[src/rtl/fir_sequencer.sv]
// fir_sequencer
// Control sequencer for a time-multiplexed FIR filter. For every accepted
// sample it writes the sample into a circular delay line, then walks all
// TAPS coefficients against the delay line (newest sample first), waits for
// the MAC pipeline to drain and pulses valid_out. A clear request zeroes the
// whole delay line instead.
//
// Ports
//   clock       : single clock, rising edge
//   reset       : synchronous, active-high
//   valid_in    : a new input sample is present
//   clear       : request to zero the delay line (wins over valid_in)
//   ready_in    : high only while idle; a sample or clear is taken then
//   rom_address : coefficient index
//   ram_address : delay-line address
//   we          : delay-line write enable
//   zero_wr     : datapath writes 0 instead of the sample
//   en          : MAC accumulate enable
//   mac_init    : MAC loads the product instead of accumulating
//   valid_out   : one-cycle pulse, filter result valid
//
// Every output is a register, so no input reaches an output combinationally.
module fir_sequencer #(
    parameter int TAPS    = 8,
    parameter int ADDR_W  = 3,
    parameter int MAC_LAT = 1
) (
    input  logic              clock,
    input  logic              reset,
    input  logic              valid_in,
    input  logic              clear,
    output logic              ready_in,
    output logic [ADDR_W-1:0] rom_address,
    output logic [ADDR_W-1:0] ram_address,
    output logic              we,
    output logic              zero_wr,
    output logic              en,
    output logic              mac_init,
    output logic              valid_out
);

    localparam logic [2:0] IDLE  = 3'd0;
    localparam logic [2:0] RUN   = 3'd1;
    localparam logic [2:0] DRAIN = 3'd2;
    localparam logic [2:0] DONE  = 3'd3;
    localparam logic [2:0] CLR   = 3'd4;

    localparam logic [ADDR_W-1:0] LAST_TAP   = ADDR_W'(TAPS - 1);
    // DRAIN is never entered when MAC_LAT is 0, so the clamp only keeps
    // the constant legal.
    localparam logic [2:0]        LAST_DRAIN = 3'((MAC_LAT > 0) ? MAC_LAT - 1 : 0);

    logic [2:0]        state;
    logic [ADDR_W-1:0] k;
    logic [2:0]        d;
    logic [ADDR_W-1:0] wp;

    // Modulo-TAPS step helpers; explicit compare keeps the wrap correct
    // when TAPS is not a power of two.
    function automatic logic [ADDR_W-1:0] wrap_inc(input logic [ADDR_W-1:0] a);
        return (a == LAST_TAP) ? '0 : a + ADDR_W'(1);
    endfunction

    function automatic logic [ADDR_W-1:0] wrap_dec(input logic [ADDR_W-1:0] a);
        return (a == '0) ? LAST_TAP : a - ADDR_W'(1);
    endfunction

    always_ff @(posedge clock) begin
        if (reset) begin
            state       <= IDLE;
            k           <= '0;
            d           <= '0;
            wp          <= '0;
            ready_in    <= 1'b1;
            rom_address <= '0;
            ram_address <= '0;
            we          <= 1'b0;
            zero_wr     <= 1'b0;
            en          <= 1'b0;
            mac_init    <= 1'b0;
            valid_out   <= 1'b0;
        end else begin
            // Strobes are single-cycle unless re-asserted below; addresses
            // simply hold when not assigned.
            we        <= 1'b0;
            zero_wr   <= 1'b0;
            en        <= 1'b0;
            mac_init  <= 1'b0;
            valid_out <= 1'b0;

            case (state)
                IDLE: begin
                    if (clear) begin
                        state       <= CLR;
                        k           <= '0;
                        ready_in    <= 1'b0;
                        we          <= 1'b1;
                        zero_wr     <= 1'b1;
                        ram_address <= '0;
                    end else if (valid_in) begin
                        // Tap 0: write the new sample and multiply it by
                        // coefficient 0 in the same cycle.
                        state       <= RUN;
                        k           <= '0;
                        ready_in    <= 1'b0;
                        we          <= 1'b1;
                        en          <= 1'b1;
                        mac_init    <= 1'b1;
                        rom_address <= '0;
                        ram_address <= wp;
                    end
                end

                RUN: begin
                    if (k == LAST_TAP) begin
                        if (MAC_LAT == 0) begin
                            state     <= DONE;
                            valid_out <= 1'b1;
                        end else begin
                            state <= DRAIN;
                            d     <= '0;
                        end
                    end else begin
                        // ram_address walks back from wp, i.e. (wp-k) mod TAPS.
                        k           <= k + ADDR_W'(1);
                        en          <= 1'b1;
                        rom_address <= k + ADDR_W'(1);
                        ram_address <= wrap_dec(ram_address);
                    end
                end

                DRAIN: begin
                    if (d == LAST_DRAIN) begin
                        state     <= DONE;
                        valid_out <= 1'b1;
                    end else begin
                        d <= d + 3'd1;
                    end
                end

                DONE: begin
                    wp       <= wrap_inc(wp);
                    state    <= IDLE;
                    ready_in <= 1'b1;
                end

                CLR: begin
                    if (k == LAST_TAP) begin
                        wp       <= '0;
                        state    <= IDLE;
                        ready_in <= 1'b1;
                    end else begin
                        k           <= k + ADDR_W'(1);
                        we          <= 1'b1;
                        zero_wr     <= 1'b1;
                        ram_address <= k + ADDR_W'(1);
                    end
                end

                default: begin
                    state    <= IDLE;
                    ready_in <= 1'b1;
                end
            endcase
        end
    end

endmodule

[config.mk]
export PLATFORM = sky130hd
export DESIGN_NAME = fir_sequencer
export DESIGN_NICKNAME = d
export VERILOG_FILES = /design/src/rtl/fir_sequencer.sv
export SDC_FILE = /design/constraint.sdc
export NUM_CORES = 1
export LEC_CHECK = 0
export CORE_UTILIZATION = 45
export DETAILED_ROUTE_END_ITERATION = 10
export GPL_TIMING_DRIVEN = 0
export PLACE_DENSITY_LB_ADDON = 0.08
export SYNTH_ARGS = -nofsm -noshare
export SYNTH_HDL_FRONTEND = slang
export SYNTH_SLANG_ARGS = --single-unit
[constraint.sdc]
create_clock -name clock -period 1.6 [get_ports clock]
set_input_delay 0.16 -clock clock [delete_from_list [all_inputs] [get_ports clock]]
set_output_delay 0.16 -clock clock [all_outputs]
set_load 0.02 [all_outputs]
==> results of run 1 <==
==> power groups by stage <==
| stage | logic, mW | clock network (mW) | registers, mW |
|---|---|---|---|
| CTS | 0.316 | 0.277 | 0.653 |
| floorplan | 0.173 | 0 | 0.693 |
| detailed placement | 0.299 | 0 | 0.668 |
| global placement | 0.294 | 0 | 0.667 |
| finish | 0.340 | 0.262 | 0.653 |
| global route | 0.367 | 0.297 | 0.659 |
==> path summary, 6_finish.rpt <==
check,to,slack [ps],cells after the start
setup reg to reg,ram_address[2],-250,8
hold reg to reg,ready_in,470,2
setup / recovery,ram_address[2],-250,8
hold / removal,ready_in,470,2
==> worst max-delay path, stage by stage (launching register included) <==
cell and delay, ps:
dfxtp_4 370, ha_4 160, ha_4 160, buf_6 110
o21a_1 160, a311oi_2 360, buf_6 180, o311a_1 190
nor3_2 40
==> cell usage after synthesis, types with 2 or more instances <==
cell and count:
nand3_1 2, a2111oi_0 3, a311oi_2 3, or3b_1 2, buf_6 2, o21ai_0 4, a22oi_1 8, mux2_2 3
or3_1 2, nor3_1 6, nor3b_1 2, dfxtp_1 24, ha_1 8, buf_2 2, nand2_1 6, nor2_1 17
inv_1 8, o21ai_1 2, nand2b_1 7, a21oi_1 5, and2b_1 2, nor2b_1 4
==> layer usage <==
layer	part of all wire (%)	up-vias	wire [um]	GRT usage, %
li1	-	563	-	-
met1	51	512	1470	27.0
met2	44	20	1280	30.8
met3	3.2	4	92	2.33
met4	1.1	0	32	6.43
met5	0	-	0	0
==> layout by cell type (no fill, tap or decap), types with 4 or more instances in the layout <==
master / netlist / routed
a22oi_1: 8 / 7
buf_4: 1 / 6
clkbuf_4: 1 / 5
clkdlybuf4s50_1: 0 / 15
dfxtp_1: 24 / 21
ha_1: 8 / 6
inv_1: 8 / 8
nand2_1: 6 / 6
nand2b_1: 7 / 7
nor2_1: 17 / 17
nor3_1: 6 / 6
o21ai_0: 4 / 4
==> cell type report <==
cell class	count	share of cell area, %
Inverter	9	2.06
Sequential cell	24	29.7
Buffer	8	3.51
Multi-Input combinational cell	102	48.9
Clock buffer	3	1.37
Timing Repair Buffer	21	12.1
Tap cell	31	2.37
==> registers in the layout (all words and copies together), names as in the netlist <==
register	cells
d	3
en	1
k	3
mac_init	1
ram_address	3
ready_in	1
rom_address	3
state	3
valid_out	1
we	1
wp	3
zero_wr	1
==> logic make-up (layout without fill, tap and decap cells) <==
group	after synthesis	after routing	share of synthesized area, %
AND/OR/NAND/NOR	55	55	23.9
AO/OA/AOI/OAI	34	34	20.5
flip-flops	24	24	37.0
buffers and inverters	17	41	6.84
adder cells (fa/ha/maj)	8	8	7.71
multiplexers	4	4	3.37
XOR/XNOR	1	1	0.674
==> through the flow <==
step                util, %  area (um2)  total power [mW]  TNS [ps]  hold WS (ps)
detailed placement     55.4        1520             0.967     -1570           455
CTS                    57.4        1570              1.25     -1140           470
finish                 60.0        1640              1.25     -1420           467
global placement       55.4        1520             0.960     -1450           451
global route           60.0        1640              1.32     -1990           506
floorplan                 -        1330             0.866      -118           252
==> what timing repair did <==
| action | in CTS | in global routing |
|---|---|---|
| endpoints found under the setup margin | 9 | 15 |
| pin swaps | 1 | 6 |
| setup buffers | 3 | 2 |
| gates resized for setup | 2 | 15 |
| gates cloned | 1 | 0 |
==> results by group, run 1 <==
Synth
  – Synth top area share: 37.0%
  – Post-synth EDFFs: 0
  – Sequential share of the synthesized area: a little under two fifths
  – Cell count after synthesis: around 140
  – Post-Syn Area: roughly 1300 um2
  – Avg Cell Area, Syn: about 9.1 um2
  – Syn Nets: around 160
  – Async set-reset flop share out of synthesis: 0%
  – Synth top area cells: dfxtp_1 37%, ha_1 7.7%, nor2_1 4.9%, a22oi_1 4.6%, a311oi_2 3.5%
  – Syn. warnings: 0
  – #FFs+latches synth: 24
  – Area leader, netlist: dfxtp_1
  – Yosys cell types: 43
  – Main flop type after synthesis: dfxtp_1

Drt
  – Drt initial violations: 31
  – Drt via density: between 5 and 6
  – Final ANT Viol Nets: 0
  – Post-Route WL: between 2 and 3 mm
  – TritonRoute pass-1 iters: 4
  – Avg WL per Cell: 14.5 um
  – DRC: 0
  – Vias post-DR: 1099

Timing
  – Unrepaired setup endpoints after global routing: true
  – Slew Limit Fails: 0
  – Period utilization: 116%
  – Setup-failing EPs final: 8
  – Final setup margin: -251 ps
  – Final Hold Fails: 0
  – Worst-Margin Slew: 640 ps
  – Post-layout min period: approximately 1900 ps
  – Slew HR: between 50 and 60%
  – Worst clock skew: 6.03 ps
  – FMAX: about 540 MHz

Pwr
  – Clock share of power: about a fifth
  – Peak VDD IR: just over 0.5 mV
  – NetSw: between 0.3 and 0.4 mW
  – Pwr/cell area: around 770 nW/um2
  – Sw frac: a little under a third
  – Reg power frac: between 50% and 60%
  – Internal power: between 0.8 and 0.9 mW
  – Logic gate share of total power: ~27%
  – Leakage: ~0.6 nW

Finish
  – Final nets: ~180
  – Storage cell area: just under 500 um2
  – Filler instances: around 240
  – Area Growth Syn to Fin: 26.2%
  – N_diodes: 0
  – Multi-input logic area: around 800 um2
  – Fin cells: approximately 200
  – Proportion of layout cells with a drive suffix above 1: approximately a quarter

Status
  – Violated checks: negative setup slack
  – Status: complete, but fails checks

Die
  – Initial Util: between 40% and 50%
  – DIE HEIGHT: 55.7 um
  – Die footprint: 3100 um2
  – Core ar.: 2730 um2
  – Die width: roughly 56 um
  – Io pins: 16
  – Row cnt: 19

Worst setup path
  – Crit. End Element: flop
  – Req. time, crit path: 1790 ps
  – Critical path fanouts, max: 5
  – Crit path from: k[0]
  – CP Launch Type: flop
  – CP Data Arrival Time: about 2000 ps
  – Origin of the critical flop-to-flop path: k[0]
  – Crit Path Class: flop to flop

Flow run
  – Max Cap Viol: 0

Placement
  – Post-Place Cells: approximately 190
  – Port bufs: 15
  – Final HPWL DP: 1.98 mm
  – Setup WS pre-CTS: -290 ps
  – Gpl congestion: 0.791

Clocking
  – H-tree levels: 1
  – Clock root buffer: clkbuf_4
  – Cts bufs inserted: 3
  – Clock sinks: 24
  – Worst-path clk slew: roughly 130 ps
  – Clock insertion delay at the later pin of the skew report: about 310 ps
  – Hold Buf Count CTS: 0
  – Max Root-Sink Buffers: 2
  – CTS tree: yes

Global routing
  – Vias in the first global route: a little over 1000
  – Pin count of the biggest net entering global routing: 13
  – Gr usage total: 19.3%
  – Remaining global-route overflow: 0
  – First-pass GRT wire length: approximately 4.7 mm
  – Antenna violations before repair: 0

Hold path
  – Hold Crit Class: flop to flop
  – HP Start: ready_in
Note: power is estimated with default switching activity, not from simulation.
==> run 2, diff against run 1 <==
- PLACE_DENSITY: default -> 0.68
- PLACE_DENSITY_LB_ADDON: 0.08 -> default
==> results by group, run 2 (same netlist as run 1, synthesis figures left out) <==
Drt
  – DRC: 0
  – Drt initial violations: 30
  – Drt via density: roughly 5.6
  – Post-Route WL: ~2.8 mm
  – TritonRoute pass-1 iters: 4
  – Vias post-DR: roughly 1100
  – Final ANT Viol Nets: 0
  – Avg WL per Cell: 14.1 um

Timing
  – Worst clock skew: 10.5 ps
  – Unrepaired setup endpoints after global routing: true
  – FMAX: 561 MHz
  – Worst-Margin Slew: around 650 ps
  – Final hold slack: 470 ps
  – Final Hold Fails: 0
  – Setup-failing EPs final: 8
  – Final setup margin: -184 ps
  – Slew Limit Fails: 0
  – Slew HR: between 50% and 60%
  – Period utilization: 111%
  – Post-layout min period: approximately 1800 ps

Finish
  – Proportion of layout cells with a drive suffix above 1: approximately a fifth
  – Commonest non-fill, non-tap cell in the layout: dfxtp_1
  – Filler instances: about 250
  – Storage cell area: ~490 um2
  – Post-route cell area: around 1600 um2
  – N_diodes: 0
  – Final nets: 180
  – Commonest cells after routing, fill and taps aside: 22 x dfxtp_1, 17 x nor2_1, 15 x clkdlybuf4s50_1
  – Area Growth Syn to Fin: 22.7%
  – Multi-input logic area: between 700 and 800 um2

Hold path
  – Hold Crit Class: flop to flop
  – Worst Hold Depth: 2

Worst setup path
  – Req. time, crit path: 1800 ps
  – Critical Path Slowest Stage Cell: dfxtp_4
  – Worst path max stage delay: roughly 370 ps
  – Critical Path, Cell by Cell: ha_4 -> ha_4 -> buf_6 -> o21a_1 -> a311oi_2 -> buf_6 -> mux2i_1 -> nor2_1
  – Crit. End Element: flop
  – Crit path depth: 8
  – Crit path buffers/inverters: 2
  – CP Data Arrival Time: a little under 2000 ps
  – CP Launch Type: flop
  – Crit path max-delay family: compound AO/OA/AOI/OAI gates
  – Crit Path Class: flop to flop
  – Critical path fanouts, max: 10
  – Worst R2R Path Depth: 8

Clocking
  – Worst-path clk slew: approximately 130 ps
  – H-tree levels: 1
  – Hold Buf Count CTS: 0
  – CTS tree: yes
  – Clock insertion delay at the later pin of the skew report: around 310 ps
  – Max Root-Sink Buffers: 2
  – Cts bufs inserted: 3
  – Clock root buffer: clkbuf_4
  – Clock sinks: 24

Die
  – Die footprint: 3100 um2
  – Core ar.: 2730 um2
  – DIE HEIGHT: about 56 um
  – Row cnt: 19
  – Io pins: 16
  – Initial Util: a little under half
  – Die width: 55.7 um

Status
  – Violated checks: negative setup slack
  – Status: complete, but fails checks

Global routing
  – GR Layer Usage met3: 5.35%
  – Pin count of the biggest net entering global routing: 13
  – Gr usage total: between 10% and 20%
  – Remaining global-route overflow: 0
  – First-pass GRT wire length: a little under 5 mm
  – Met1 Usage GRT: a little under a quarter
  – M2 GR Usage: approximately a third
  – Layer carrying the most global-route usage: met2
  – Vias in the first global route: approximately 1100
  – Antenna violations before repair: 0

Placement
  – Port bufs: 15
  – Gpl congestion: 0.859
  – Setup WS pre-CTS: -237 ps
  – Cell Area, Placed: around 1500 um2
  – Final HPWL DP: around 2 mm

Flow run
  – Max Cap Viol: 0

Pwr
  – Leakage: approximately 0.59 nW
  – Pwr/cell area: slightly below 800 nW/um2
  – Peak VDD IR: a little under 0.7 mV
run 2: metrics by stage:
step | total power [mW] | utilization (%) | instances | TNS [ps]
6_report | 1.23 | 58.3 | 197 | -941
5_1_grt | 1.30 | 58.3 | 197 | -1540
4_1_cts | 1.24 | 56.9 | 194 | -996
3_5_place_dp | 0.968 | 55.4 | 189 | -1210
3_3_place_gp | 0.960 | 55.4 | 189 | -1200
2_1_floorplan | 0.866 | - | 143 | -118
run 2: path summary, 6_finish.rpt:
path,from,to,slack (ps)
max,k[0],k[0],-180
max reg2reg,k[0],k[0],-180
min reg2reg,ready_in,ready_in,470
min,ready_in,ready_in,470
run 2: metal layers:
layer	wire (um)	vias to the layer above
met1	1350	535
met2	1360	9
li1	-	560
met5	0	-
met4	22	0
met3	53	2
run 2: power breakdown:
group	internal [mW]	total, mW	switching [mW]	leakage [nW]
sequential	0.630	0.653	0.0226	0.197
clock	0.0881	0.262	0.174	0.0138
combinational	0.147	0.318	0.172	0.379
run 2: final cells by class:
class	instances	share of cell area (%)
multi-input cells	102	48.2
flip-flops and latches	24	30.5
repair buffers	20	11.8
plain buffers	8	3.61
well taps	31	2.43
inverters	9	2.12
clock buffers	3	1.41
run 2: worst reg2reg max path: cells and delay by family (launching register included):
| family | cells | cell delay (ps) |
|---|---|---|
| AOI/OAI and AO/OA | 2 | 410 |
| DFF | 1 | 370 |
| adders and majority gates | 2 | 320 |
| muxes | 1 | 190 |
| buffers and inverters | 2 | 320 |
| and+or+nand+nor | 1 | 50 |
run 2: what timing repair did:
item                                    CTS  global route
gates cloned                              0             0
buffers inserted                          2             3
gates resized for setup                   1             5
endpoints found under the setup margin    8            13
pin swaps                                 1             1
